<file path="config.mk">
export PLATFORM = sky130hd
export DESIGN_NAME = bus_arbiter_nch
export DESIGN_NICKNAME = d
export VERILOG_FILES = /design/src/rtl/arb_defs.sv /design/src/rtl/arb_rotate_pick.sv /design/src/rtl/bus_arbiter_nch.sv
export SDC_FILE = /design/constraint.sdc
export NUM_CORES = 1
export LEC_CHECK = 0
export ABC_AREA = 1
export BUFFER_PORTS_ARGS = -buffer_cell sky130_fd_sc_hd__buf_2
export CORE_AREA = 5 5 47 49
export CTS_BUF_LIST = sky130_fd_sc_hd__clkbuf_4 sky130_fd_sc_hd__clkbuf_8 sky130_fd_sc_hd__clkbuf_16
export CTS_CLUSTER_DIAMETER = 60
export DETAILED_ROUTE_END_ITERATION = 10
export DIE_AREA = 0 0 52 54
export HOLD_SLACK_MARGIN = 0.02
export PLACE_DENSITY = 0.79
export SYNTH_ARGS = -nofsm -noshare
export SYNTH_HDL_FRONTEND = slang
export SYNTH_SLANG_ARGS = --single-unit
export TNS_END_PERCENT = 50
</file>
<file path="constraint.sdc">
create_clock -name clk -period 3.6 [get_ports clk]
set_clock_uncertainty 0.15 [all_clocks]
set_input_delay 0.18 -clock clk [delete_from_list [all_inputs] [get_ports clk]]
set_output_delay 0.18 -clock clk [all_outputs]
set_load 0.02 [all_outputs]
</file>
<file path="src/rtl/arb_defs.sv">
// Shared state/mode encodings and elaboration helpers for the bus arbiter.
package arb_defs;

   typedef enum logic [1:0] {
      ARB_IDLE  = 2'd0,
      ARB_GRANT = 2'd1,
      ARB_TURN  = 2'd2
   } arb_state_t;

   localparam logic ARB_MODE_FIXED = 1'b0;
   localparam logic ARB_MODE_RR    = 1'b1;

   function automatic int arb_clog2(input int value);
      int r;
      r = 0;
      while ((1 << r) < value) r++;
      return r;
   endfunction

endpackage

</file>
<file path="src/rtl/arb_rotate_pick.sv">
// Combinational rotating priority pick: first eligible request at or above start, wrapping.
// start = 0 degenerates to fixed priority with index 0 highest.
module arb_rotate_pick
   import arb_defs::*;
#(
   parameter int N_REQ = 4,
   parameter int IDW   = 2
) (
   input  logic [N_REQ-1:0] req,
   input  logic [IDW-1:0]   start,
   input  logic [N_REQ-1:0] mask,
   output logic [IDW-1:0]   winner,
   output logic             any_vld
);

   logic [N_REQ-1:0] elig;

   assign elig = req & mask;

   // Scan from the farthest offset down so the nearest eligible index wins last.
   always_comb begin
      winner  = '0;
      any_vld = 1'b0;
      for (int i = N_REQ - 1; i >= 0; i--) begin
         if (elig[(int'(start) + i) % N_REQ]) begin
            winner  = IDW'((int'(start) + i) % N_REQ);
            any_vld = 1'b1;
         end
      end
   end

endmodule

</file>
<file path="src/rtl/bus_arbiter_nch.sv">
// N-requester shared-bus arbiter, fixed or round-robin, registered one-hot grant.
// Latency: grant 1 cycle after request seen in IDLE; release costs 1 + TURNAROUND cycles.
// No preemption: owner keeps the bus while req|hold; ARB_TIMEOUT_EN bounds tenure.
module bus_arbiter_nch
   import arb_defs::*;
#(
   parameter int N_REQ          = 4,
   parameter int IDW            = 2,
   parameter int TURNAROUND     = 1,
   parameter int TIMEOUT_CYCLES = 64
) (
   input  logic             clk,
   input  logic             reset,
   input  logic [N_REQ-1:0] req,
   input  logic [N_REQ-1:0] hold,
   input  logic             mode,
   output logic [N_REQ-1:0] grant,
   output logic [IDW-1:0]   grant_id,
   output logic             bus_busy,
   output logic             timeout,
   output logic [IDW-1:0]   timeout_id
);

   if (IDW < arb_clog2(N_REQ) || N_REQ < 2 || N_REQ > 8) begin : g_bad_width
      $error("bus_arbiter_nch: N_REQ out of range or IDW too narrow");
   end
   if (TURNAROUND < 0 || TURNAROUND > 3 || TIMEOUT_CYCLES < 1) begin : g_bad_timing
      $error("bus_arbiter_nch: TURNAROUND or TIMEOUT_CYCLES out of range");
   end

   localparam logic [1:0] TURN_LOAD = 2'(TURNAROUND > 0 ? TURNAROUND - 1 : 0);

   arb_state_t       state_q, state_d;
   logic [N_REQ-1:0] grant_q, grant_d;
   logic [IDW-1:0]   id_q, id_d;
   logic [IDW-1:0]   rr_q, rr_d;
   logic [1:0]       turn_q, turn_d;
   logic [N_REQ-1:0] pick_mask;
   logic [IDW-1:0]   pick_start;
   logic [IDW-1:0]   winner;
   logic             any_vld;
   logic             keep;
   logic             force_off;

   assign keep       = req[id_q] | hold[id_q];
   assign pick_start = (mode == ARB_MODE_RR) ? rr_q : '0;

`ifdef ARB_TIMEOUT_EN
   localparam int TW = arb_clog2(TIMEOUT_CYCLES + 1);

   logic [TW-1:0]    tenure_q, tenure_d;
   logic [N_REQ-1:0] excl_q, excl_d;
   logic             timeout_q, timeout_d;
   logic [IDW-1:0]   timeout_id_q, timeout_id_d;

   // A timed-out master sits out one decision unless it is the only one asking.
   assign pick_mask  = ((req & ~excl_q) != '0) ? ~excl_q : '1;
   assign force_off  = (tenure_q == TW'(TIMEOUT_CYCLES - 1));
   assign timeout    = timeout_q;
   assign timeout_id = timeout_id_q;
`else
   assign pick_mask  = '1;
   assign force_off  = 1'b0;
   assign timeout    = 1'b0;
   assign timeout_id = '0;
`endif

   arb_rotate_pick #(.N_REQ(N_REQ), .IDW(IDW)) u_pick (
      .req     (req),
      .start   (pick_start),
      .mask    (pick_mask),
      .winner  (winner),
      .any_vld (any_vld)
   );

   always_comb begin
      state_d = state_q;
      grant_d = grant_q;
      id_d    = id_q;
      rr_d    = rr_q;
      turn_d  = turn_q;
`ifdef ARB_TIMEOUT_EN
      tenure_d     = tenure_q;
      excl_d       = excl_q;
      timeout_d    = 1'b0;
      timeout_id_d = timeout_id_q;
`endif
      case (state_q)
         ARB_IDLE: begin
            if (any_vld) begin
               grant_d = N_REQ'(1) << winner;
               id_d    = winner;
               state_d = ARB_GRANT;
               if (mode == ARB_MODE_RR)
                  rr_d = (winner == IDW'(N_REQ - 1)) ? '0 : winner + 1'b1;
`ifdef ARB_TIMEOUT_EN
               tenure_d = '0;
               excl_d   = '0;
`endif
            end
         end
         ARB_GRANT: begin
            if (!keep || force_off) begin
               grant_d = '0;
               if (TURNAROUND == 0) begin
                  state_d = ARB_IDLE;
               end else begin
                  state_d = ARB_TURN;
                  turn_d  = TURN_LOAD;
               end
`ifdef ARB_TIMEOUT_EN
               if (keep) begin
                  timeout_d    = 1'b1;
                  timeout_id_d = id_q;
                  excl_d       = grant_q;
               end
`endif
            end
`ifdef ARB_TIMEOUT_EN
            else begin
               tenure_d = tenure_q + 1'b1;
            end
`endif
         end
         ARB_TURN: begin
            if (turn_q == 2'd0) state_d = ARB_IDLE;
            else                turn_d  = turn_q - 2'd1;
         end
         default: state_d = ARB_IDLE;
      endcase
   end

   always_ff @(posedge clk or posedge reset) begin
      if (reset) begin
         state_q <= ARB_IDLE;
         grant_q <= '0;
         id_q    <= '0;
         rr_q    <= '0;
         turn_q  <= '0;
`ifdef ARB_TIMEOUT_EN
         tenure_q     <= '0;
         excl_q       <= '0;
         timeout_q    <= 1'b0;
         timeout_id_q <= '0;
`endif
      end else begin
         state_q <= state_d;
         grant_q <= grant_d;
         id_q    <= id_d;
         rr_q    <= rr_d;
         turn_q  <= turn_d;
`ifdef ARB_TIMEOUT_EN
         tenure_q     <= tenure_d;
         excl_q       <= excl_d;
         timeout_q    <= timeout_d;
         timeout_id_q <= timeout_id_d;
`endif
      end
   end

   assign grant    = grant_q;
   assign grant_id = id_q;
   assign bus_busy = (state_q != ARB_IDLE);

endmodule

</file>
==> results of run 1 <==
-- path summary, 6_finish.rpt --
path | from | endpoint | slack [ns] | cells past startpoint
worst max-delay path | rr_q[0] | rr_q[1] | 1.63 | 11
worst min-delay path | mode | rr_q[1] | 0.16 | 4
worst max register to register | rr_q[0] | rr_q[1] | 1.63 | 11
min in group asynchronous | reset | turn_q[1] | 0.31 | 3
worst min register to register | grant[0] | grant[0] | 0.35 | 2
max in group asynchronous | reset | turn_q[0] | 2.69 | 3
-- area by class of cell --
class,instances,area (sq um)
multi-input combinational,91,450
fill,176,838
clock buffer,4,36.3
inverter,18,67.6
sequential,12,300
timing repair buffer,18,95.1
tap,27,33.8
-- metal layers --
metal,vias up,GRT usage
li1,415,-
met3,4,0.00831
met4,0,0.0655
met5,-,0
met2,16,0.247
met1,387,0.153
-- cells by family after synthesis --
| family | Yosys count |
|---|---|
| compound gates | 4 |
| fa+ha+maj | 5 |
| flops | 12 |
| simple gates | 79 |
| buf+inv | 21 |
| other cells | 1 |
-- cells in the final DEF, fill, tap and decap left out, drive strengths merged --
master       instances
nand2               53
buf                 17
nand3               17
inv                 16
dfrtp               12
nor2                 5
ha                   5
clkbuf               4
nand3b               3
conb                 3
o21ai                3
clkinv               2
nand4                1
o22ai                1
dlygate4sd3          1
-- worst max-delay path, cell delays in order (launching register included) --
cell     delay [ns]
dfrtp_1        0.44
nand2_2        0.17
nand2_1        0.07
nand2_1        0.10
nand3_1        0.12
nand3_2        0.11
nand3_1        0.10
nand2_2        0.12
inv_1          0.07
ha_1           0.29
nand2_1        0.07
nand2_1        0.04
-- metrics by stage --
step | instances | util | hold slack, ns
final | 170 | 0.540 | 0.162
after global routing | 170 | 0.540 | 0.189
after CTS | 170 | 0.540 | 0.153
after detailed placement | 165 | 0.514 | 0.0512
after global placement | 165 | 0.514 | 0.0466
after floorplan | 124 | - | -0.105
-- sequential cells by signal, indices dropped and copies added, names as in the netlist --
register / cells
grant: 4
grant_id: 2
rr_q: 2
state_q: 2
turn_q: 2
-- where the power goes --
part / leakage (uW) / switching (uW) / internal, uW
sequential: 0.000156 / 38.0 / 180
combinational: 0.000416 / 261 / 127
clock: 0.0000210 / 41.5 / 61.4
total: 0.000593 / 341 / 369
-- what timing repair did --
action | CTS | global route
hold buffers | 1 | 0
setup endpoints to repair | 0 | 0
endpoints found under the hold margin | 12 | 0
==> impl_metrics.json, run 1 <==
{
  "drt-initial-drc-count": 15,
  "met3RoutedLength_um": 49,
  "synthAdderAreaFrac": 0.0751,
  "syn_to_final_growth_pct": 18.0,
  "syn-cell-area_sq_um": 833,
  "ys_top_cells_by_area": "dfrtp_1 36%, nand2_1 21%, nand3_1 9.6%, ha_1 7.5%, inv_1 7.2%",
  "dp_hpwl_mm": 1.41,
  "cts_tree": "yes",
  "worst-endpoint-arrival_ns": 1.98,
  "dr.pass1.iters": 4,
  "overflow": 0,
  "grt_pass1_vias": 731,
  "synth-compound-area-share": 0.0300,
  "final_nets": 160,
  "setup_tns_ns": 0,
  "ir_worst_vdd_v": 0.000323,
  "postPlaceCellArea_sq_um": 937,
  "ys_warn_count": 0,
  "synth_top_family_by_area": "simple AND/OR/NAND/NOR gates",
  "synth_most_common_cell": "nand2_1",
  "critPathRequiredTime_ns": 3.61,
  "synth_cell_types": 16,
  "ys.flop_type": "dfrtp_1",
  "clock_latency_ns": 0.26,
  "clkSinkCount": 12,
  "grt_pass1_wl_mm": 2.83,
  "wl_met2_um": 888,
  "yosysTopAreaCellShare": 0.360,
  "post-place-ws_ns": 1.65,
  "root_buffer": "clkbuf_4",
  "wl_met1_um": 738,
  "max-cap-violations": 0,
  "diodes": 0,
  "worst-setup-path-type": "flip-flop to flip-flop",
  "p_leak_uw": 0.000593,
  "stdcell_area_sq_um": 983,
  "start_util": 0.457,
  "wirelength_mm": 1.70,
  "rsz0062_at_grt": "no",
  "ys_async_sr_fraction": 1.00,
  "row_count": 16,
  "synth_edf_count": 0,
  "powerDensity_nw_per_um2": 722,
  "cp-start-kind": "flip-flop",
  "post_cts_buffers": 0,
  "gp_congestion": 0.881,
  "cts_buffer_depth": 2,
  "wire_per_inst_um": 9.99,
  "io_buffers": 17,
  "grt_util_all_layers": 0.133,
  "yosys.area_share.simple": 0.422,
  "avgSynthCellArea_sq_um": 6.83,
  "drc_errors": 0,
  "ys_seq_area_frac": 0.360,
  "yosys.area.top_type": "dfrtp_1",
  "h-tree-depth": 1,
  "finalPower_uw": 710,
  "layout_min_cycle_time_ns": 1.97,
  "cts_buffers": 3,
  "drive_gt1_frac": 0.203,
  "hold_viol": 0,
  "muxShareOfSynthArea": 0,
  "maxSlewViolCount": 0,
  "yosys_register_bits": 12,
  "endpoint_kind": "flip-flop",
  "grt_max_degree": 13,
  "antenna_left": 0,
  "max_freq_mhz": 508,
  "dieArea_sq_um": 2810,
  "clk_pin_slew_worst_paths_ns": 0.07,
  "setup_viol": 0,
  "cp_max_fo": 8,
  "dieHeight_um": 54,
  "routed_via_density": 4.84,
  "cts-resized-gates": 0,
  "antenna_found_initial": 0,
  "ios": 21,
  "hold_class": "input port to flip-flop",
  "core_sq_um": 1820,
  "setup_ws_ns": 1.63,
  "status": "completed",
  "netlist_instances": 122,
  "synth-xor-area-share": 0,
  "die_w_um": 52,
  "routed.top_layer": "met4",
  "vias": 822,
  "period_share": 0.547,
  "synth_common_cells": "47 x nand2_1, 16 x inv_1, 16 x nand3_1, 12 x dfrtp_1, 6 x nand2_2"
}
Power figures use the tool's default switching activity.
==> run 2: changes to the inputs <==
Settings changed: ABC_AREA 1 to 0, CORE_AREA 5 5 47 49 to 5 5 51 53, DIE_AREA 0 0 52 54 to 0 0 56 58, PLACE_DENSITY 0.79 to 0.77.
Clock period 3.6 ns to 2.1 ns, I/O delays scaled along.
==> run 2 against run 1 <==
  * Total power increased by 120%
  * Non-clock buffer count increased by 15
  * Critical endpoint unchanged
  * The flow now finishes with violations (negative setup slack)
  * Die area increased by 16%
  * Largest cell class unchanged
  * Sequential power increased by 100%
==> impl_metrics.json, run 2 <==
{
  "core_sq_um": 2110,
  "r2r-start": "rr_q[0]",
  "gp_congestion": 0.789,
  "violations": "negative setup slack",
  "overflow": 0,
  "clock_latency_ns": 0.28,
  "p_clk_frac": 0.122,
  "use_met3": 0.0200,
  "swShare": 0.425,
  "dp_hpwl_mm": 1.66,
  "ys_async_sr_fraction": 1.00,
  "final_common_cell": "buf_2",
  "min_from": "mode",
  "ys_seq_area_frac": 0.300,
  "dr.pass1.iters": 4,
  "antenna_left": 0,
  "drc_errors": 0,
  "synthAdderAreaFrac": 0.0626,
  "max_freq_mhz": 439,
  "crit_top_cell": "or3_4",
  "dp_cells": 166,
  "crit_path_start": "rr_q[0]",
  "synth-compound-area-share": 0.204,
  "power_frac_seq": 0.290,
  "hold_viol": 0,
  "yosys_register_bits": 12,
  "syn-cell-area_sq_um": 1000,
  "maxSlewViolCount": 0,
  "row_count": 17,
  "largest_reg_flops": 4,
  "antenna_found_initial": 0,
  "drt-initial-drc-count": 13,
  "critPathRequiredTime_ns": 2.12,
  "ys.flop_type": "dfrtp_1",
  "start_util": 0.475,
  "grt_max_degree": 13,
  "p_leak_uw": 0.000583,
  "rsz0062_at_grt": "yes",
  "routed_via_density": 5.13,
  "cts_buffers": 3,
  "dieHeight_um": 58,
  "finalPower_uw": 1530,
  "synth_cell_types": 43,
  "synth_top_family_by_area": "simple AND/OR/NAND/NOR gates",
  "clkSinkCount": 12,
  "p_sw_uw": 651,
  "post_cts_buffers": 0,
  "setup_viol": 4,
  "netlist_instances": 112,
  "p_int_uw": 881,
  "synth_edf_count": 0,
  "h-tree-depth": 1,
  "cp_num_buf_inv": 1,
  "status": "complete, but fails checks",
  "endpoint_kind": "flip-flop",
  "powerDensity_nw_per_um2": 1260,
  "period_share": 1.09,
  "max_stage_delay_ns": 0.47,
  "synth-xor-area-share": 0.00876,
  "worst-endpoint-arrival_ns": 2.30,
  "syn_to_final_growth_pct": 21.4,
  "slowest_stage": "dfrtp_2",
  "ir_worst_vdd_v": 0.000909,
  "ys_top_cells_by_area": "dfrtp_1 30%, ha_1 6.3%, nand2_1 4.5%, o21ai_0 4.0%, a21oi_1 3.5%",
  "ys_warn_count": 0,
  "wire_per_inst_um": 12.7,
  "worst-slew-pin-transition_ns": 0.546,
  "cp_max_fo": 8,
  "grt_pass1_wl_mm": 3.68,
  "max-cap-violations": 0,
  "gr-usage-met2": 0.250,
  "slew_headroom": 0.633,
  "yosysTopAreaCellShare": 0.300,
  "dieArea_sq_um": 3250,
  "synth_common_cells": "12 x dfrtp_1, 12 x nand2_1, 9 x inv_1, 9 x nor2_1, 8 x o21ai_0",
  "root_buffer": "clkbuf_4",
  "cpLargestDelayFamily": "simple AND/OR/NAND/NOR gates",
  "setup_ws_ns": -0.179,
  "diodes": 0,
  "drive_gt1_frac": 0.371,
  "setup_tns_ns": -0.552,
  "cts_buffer_depth": 2,
  "fin_util": 0.576,
  "clk_pin_slew_worst_paths_ns": 0.08,
  "die_w_um": 56,
  "muxShareOfSynthArea": 0.0426,
  "pwr-share-comb": 0.589,
  "final_cells": 171,
  "yosys.area.top_type": "dfrtp_1",
  "io_buffers": 17,
  "vias": 877,
  "hold_class": "input port to flip-flop",
  "grt_util_met1": 0.163,
  "grt_pass1_vias": 852,
  "crit_chain": "buf_4 > nand3_1 > a21oi_1 > or3_4 > or3_4 > nand2_2 > ha_1 > mux2_2",
  "final_cell_mix": "17 x buf_2, 14 x buf_4, 11 x nand2_1, 11 x dfrtp_1",
  "grt-busiest-layer": "met2",
  "ios": 21,
  "yosys.area_share.simple": 0.260,
  "cp-start-kind": "flip-flop",
  "worst-setup-path-type": "flip-flop to flip-flop",
  "cts_tree": "yes",
  "wirelength_mm": 2.16,
  "avgSynthCellArea_sq_um": 8.93,
  "post-place-ws_ns": -0.223,
  "layout_min_cycle_time_ns": 2.28,
  "final_nets": 160,
  "grt_util_all_layers": 0.139
}
run 2: cell types whose count changed after synthesis, moves of 3 or more:
| cell | delta |
|---|---|
| a21oi_1 | +7 |
| nor3_1 | +3 |
| inv_1 | -7 |
| nand2_2 | -6 |
| nand3_1 | -14 |
| nor2_1 | +4 |
| nand2_1 | -35 |
| o21ai_0 | +6 |
run 2: per-layer routing:
| metal | vias up | part of all wire |
|---|---|---|
| met5 | - | 0 |
| met4 | 0 | 0.015 |
| met3 | 5 | 0.045 |
| met2 | 22 | 0.51 |
| met1 | 409 | 0.43 |
| li1 | 441 | - |
run 2: metrics by stage:
step                      hold slack [ns]  instance area, sq um
after floorplan                    -0.180                  1010
after global placement            -0.0252                  1160
after detailed placement          -0.0113                  1160
after CTS                           0.100                  1210
after global routing                0.117                  1210
final                              0.0994                  1210
run 2: final cells by class:
cell class              instances  area [sq um]
clock buffers                   4          36.3
fillers                       177           892
inverters                       9          33.8
multi-input cells              85           596
flip-flops and latches         12           302
well taps                      28          35.0
repair buffers                 33           211
run 2: worst paths after layout:
path	slack, ns	end	depth (start not counted)
worst max-delay path	-0.18	rr_q[1]	8
worst min-delay path	0.1	rr_q[0]	3
worst max register to register	-0.18	rr_q[1]	8
worst min register to register	0.39	grant[1]	2
max in group asynchronous	1.24	rr_q[0]	3
min in group asynchronous	0.22	state_q[1]	3
run 2: power groups by stage:
stage                     combinational, uW  sequential, uW  clock (uW)
after floorplan                         578             472           0
after global placement                  858             434           0
after detailed placement                890             440           0
after CTS                               912             442         189
after global routing                   1010             464         202
final                                   902             444         187
run 2: what timing repair did:
action,CTS,global route
endpoints found under the hold margin,12,0
setup endpoints to repair,5,5
hold buffers,1,0
resized for setup,3,1
cloned,0,0
run 2: logic make-up after synthesis:
kind of cell / count (synthesis)
adders and majority gates: 5
buffers and inverters: 17
other: 1
and+or+nand+nor: 44
xor gates and xnor gates: 1
AOI/OAI and AO/OA: 28
muxes: 4
DFF: 12
run 2: tightest hold or removal path, stage by stage:
cell     delay (ns)
buf_2          0.18
a21oi_1        0.15
nor3_1         0.06
==> run 3: changes to the inputs <==
Settings changed: ABC_AREA 0 to 1, CORE_AREA 5 5 51 53 to 5 5 47 49, DIE_AREA 0 0 56 58 to 0 0 52 54, PLACE_DENSITY 0.77 to 0.79.
==> run 3 against run 2 <==
  * The flow now finishes without violations
  * Non-clock buffer count is 15 lower
  * Global-route usage is 0.49 points lower
  * First-iteration DRC count is 7.7% lower
  * Design area is 18% lower
  * Via count is 8.4% lower
  * Count of clock-buffer cells in the layout stayed put
  * Sequential power is 15% lower
  * Total power is 20% lower
  * Critical path type unchanged
==> impl_metrics.json, run 3 (synthesis results as in run 1) <==
{
  "status": "completed",
  "drc_errors": 0,
  "core_sq_um": 1820,
  "endpoint_kind": "flip-flop",
  "antenna_left": 0,
  "grt_pass1_wl_mm": 2.88,
  "setup_viol": 0,
  "cp_max_fo": 8,
  "final_common_cell": "nand2_1",
  "postPlaceCellArea_sq_um": 937,
  "p_leak_uw": 0.000598,
  "period_share": 0.909,
  "fin_util": 0.543,
  "hold_viol": 0,
  "worst-endpoint-arrival_ns": 1.92,
  "ir_worst_vdd_v": 0.000570,
  "dr.pass1.iters": 4,
  "final_cell_mix": "47 x nand2_1, 17 x buf_2, 16 x inv_1, 16 x nand3_1, 11 x dfrtp_1",
  "fill_cells": 167,
  "row_count": 16,
  "clkSinkCount": 12,
  "powerDensity_nw_per_um2": 1240,
  "hold_class": "input port to flip-flop",
  "cts_buffer_depth": 2,
  "final_nets": 160,
  "vias": 803,
  "largest_reg_flops": 4,
  "dieHeight_um": 54,
  "grt_pass1_vias": 722,
  "root_buffer": "clkbuf_4",
  "overflow": 0,
  "h-tree-depth": 1,
  "wire_per_inst_um": 10.0,
  "hold_slack_ns": 0.0990,
  "critPathRequiredTime_ns": 2.11,
  "max-cap-violations": 0,
  "dieArea_sq_um": 2810,
  "grt_max_degree": 13,
  "clk_pin_slew_worst_paths_ns": 0.07,
  "syn_to_final_growth_pct": 18.8,
  "cts_tree": "yes",
  "drive_gt1_frac": 0.210,
  "dp_hpwl_mm": 1.38,
  "max_freq_mhz": 524,
  "start_util": 0.457,
  "rsz0062_at_grt": "no",
  "routed_via_density": 4.72,
  "drt-initial-drc-count": 12,
  "cts_buffers": 3,
  "clock_latency_ns": 0.27,
  "cp-start-kind": "flip-flop",
  "setup_tns_ns": 0,
  "wirelength_mm": 1.71,
  "antenna_found_initial": 0,
  "grt_util_all_layers": 0.134,
  "io_buffers": 17,
  "gp_congestion": 0.881,
  "die_w_um": 52,
  "ios": 21,
  "post_cts_buffers": 0,
  "layout_min_cycle_time_ns": 1.91,
  "stdcell_area_sq_um": 990,
  "worst-setup-path-type": "flip-flop to flip-flop",
  "maxSlewViolCount": 0,
  "diodes": 0
}
-- run 3: final timing paths --
path | depth (start not counted) | slack, ns | endpoint | from
max reg2reg | 11 | 0.19 | rr_q[1] | rr_q[0]
min | 4 | 0.1 | rr_q[1] | mode
max in group asynchronous | 3 | 1.24 | rr_q[0] | reset
max | 11 | 0.19 | rr_q[1] | rr_q[0]
min in group asynchronous | 3 | 0.23 | turn_q[1] | reset
min reg2reg | 2 | 0.36 | grant[2] | grant[2]
-- run 3: metrics by stage --
step / total power, uW / setup WS, ns / cells
6_report: 1230 / 0.190 / 170
3_5_place_dp: 1040 / 0.167 / 165
2_1_floorplan: 873 / 0.329 / 124
4_1_cts: 1230 / 0.152 / 170
3_3_place_gp: 1010 / 0.237 / 165
5_1_grt: 1350 / 0.0277 / 170
-- run 3: timing repair --
action | CTS | global route
endpoints found under the setup margin | 0 | 1
endpoints found under the hold margin | 12 | 0
resized for setup | 0 | 2
hold buffers | 1 | 0
-- run 3: area by class of cell --
class | instances | area, sq um | area share
tap | 27 | 33.8 | 0.0341
timing repair buffer | 18 | 95.1 | 0.0961
inverter | 18 | 67.6 | 0.0683
multi-input combinational | 91 | 455 | 0.460
sequential | 12 | 302 | 0.305
clock buffer | 4 | 36.3 | 0.0367
-- run 3: where the power goes --
part           internal, uW  switching (uW)  total, uW
Sequential              311            68.2        379
Clock                   105            72.5        178
Combinational           220             449        670
Total                   636             590       1230
-- run 3: worst max-delay path, cell delays in order (launching register included) --
cell     delay, ns
dfrtp_2       0.45
nand2_4       0.12
nand2_1       0.06
nand2_1       0.09
nand3_1       0.12
nand3_2       0.11
nand3_1       0.10
nand2_2       0.12
inv_1         0.08
ha_1          0.30
nand2_1       0.07
nand2_1       0.04
-- run 3: layer usage --
layer / GRT usage / wire (um) / vias up
li1: - / - / 411
met1: 0.160 / 749 / 371
met2: 0.245 / 865 / 17
met3: 0.0139 / 61 / 4
met4: 0.0524 / 31 / 0
met5: 0 / 0 / -
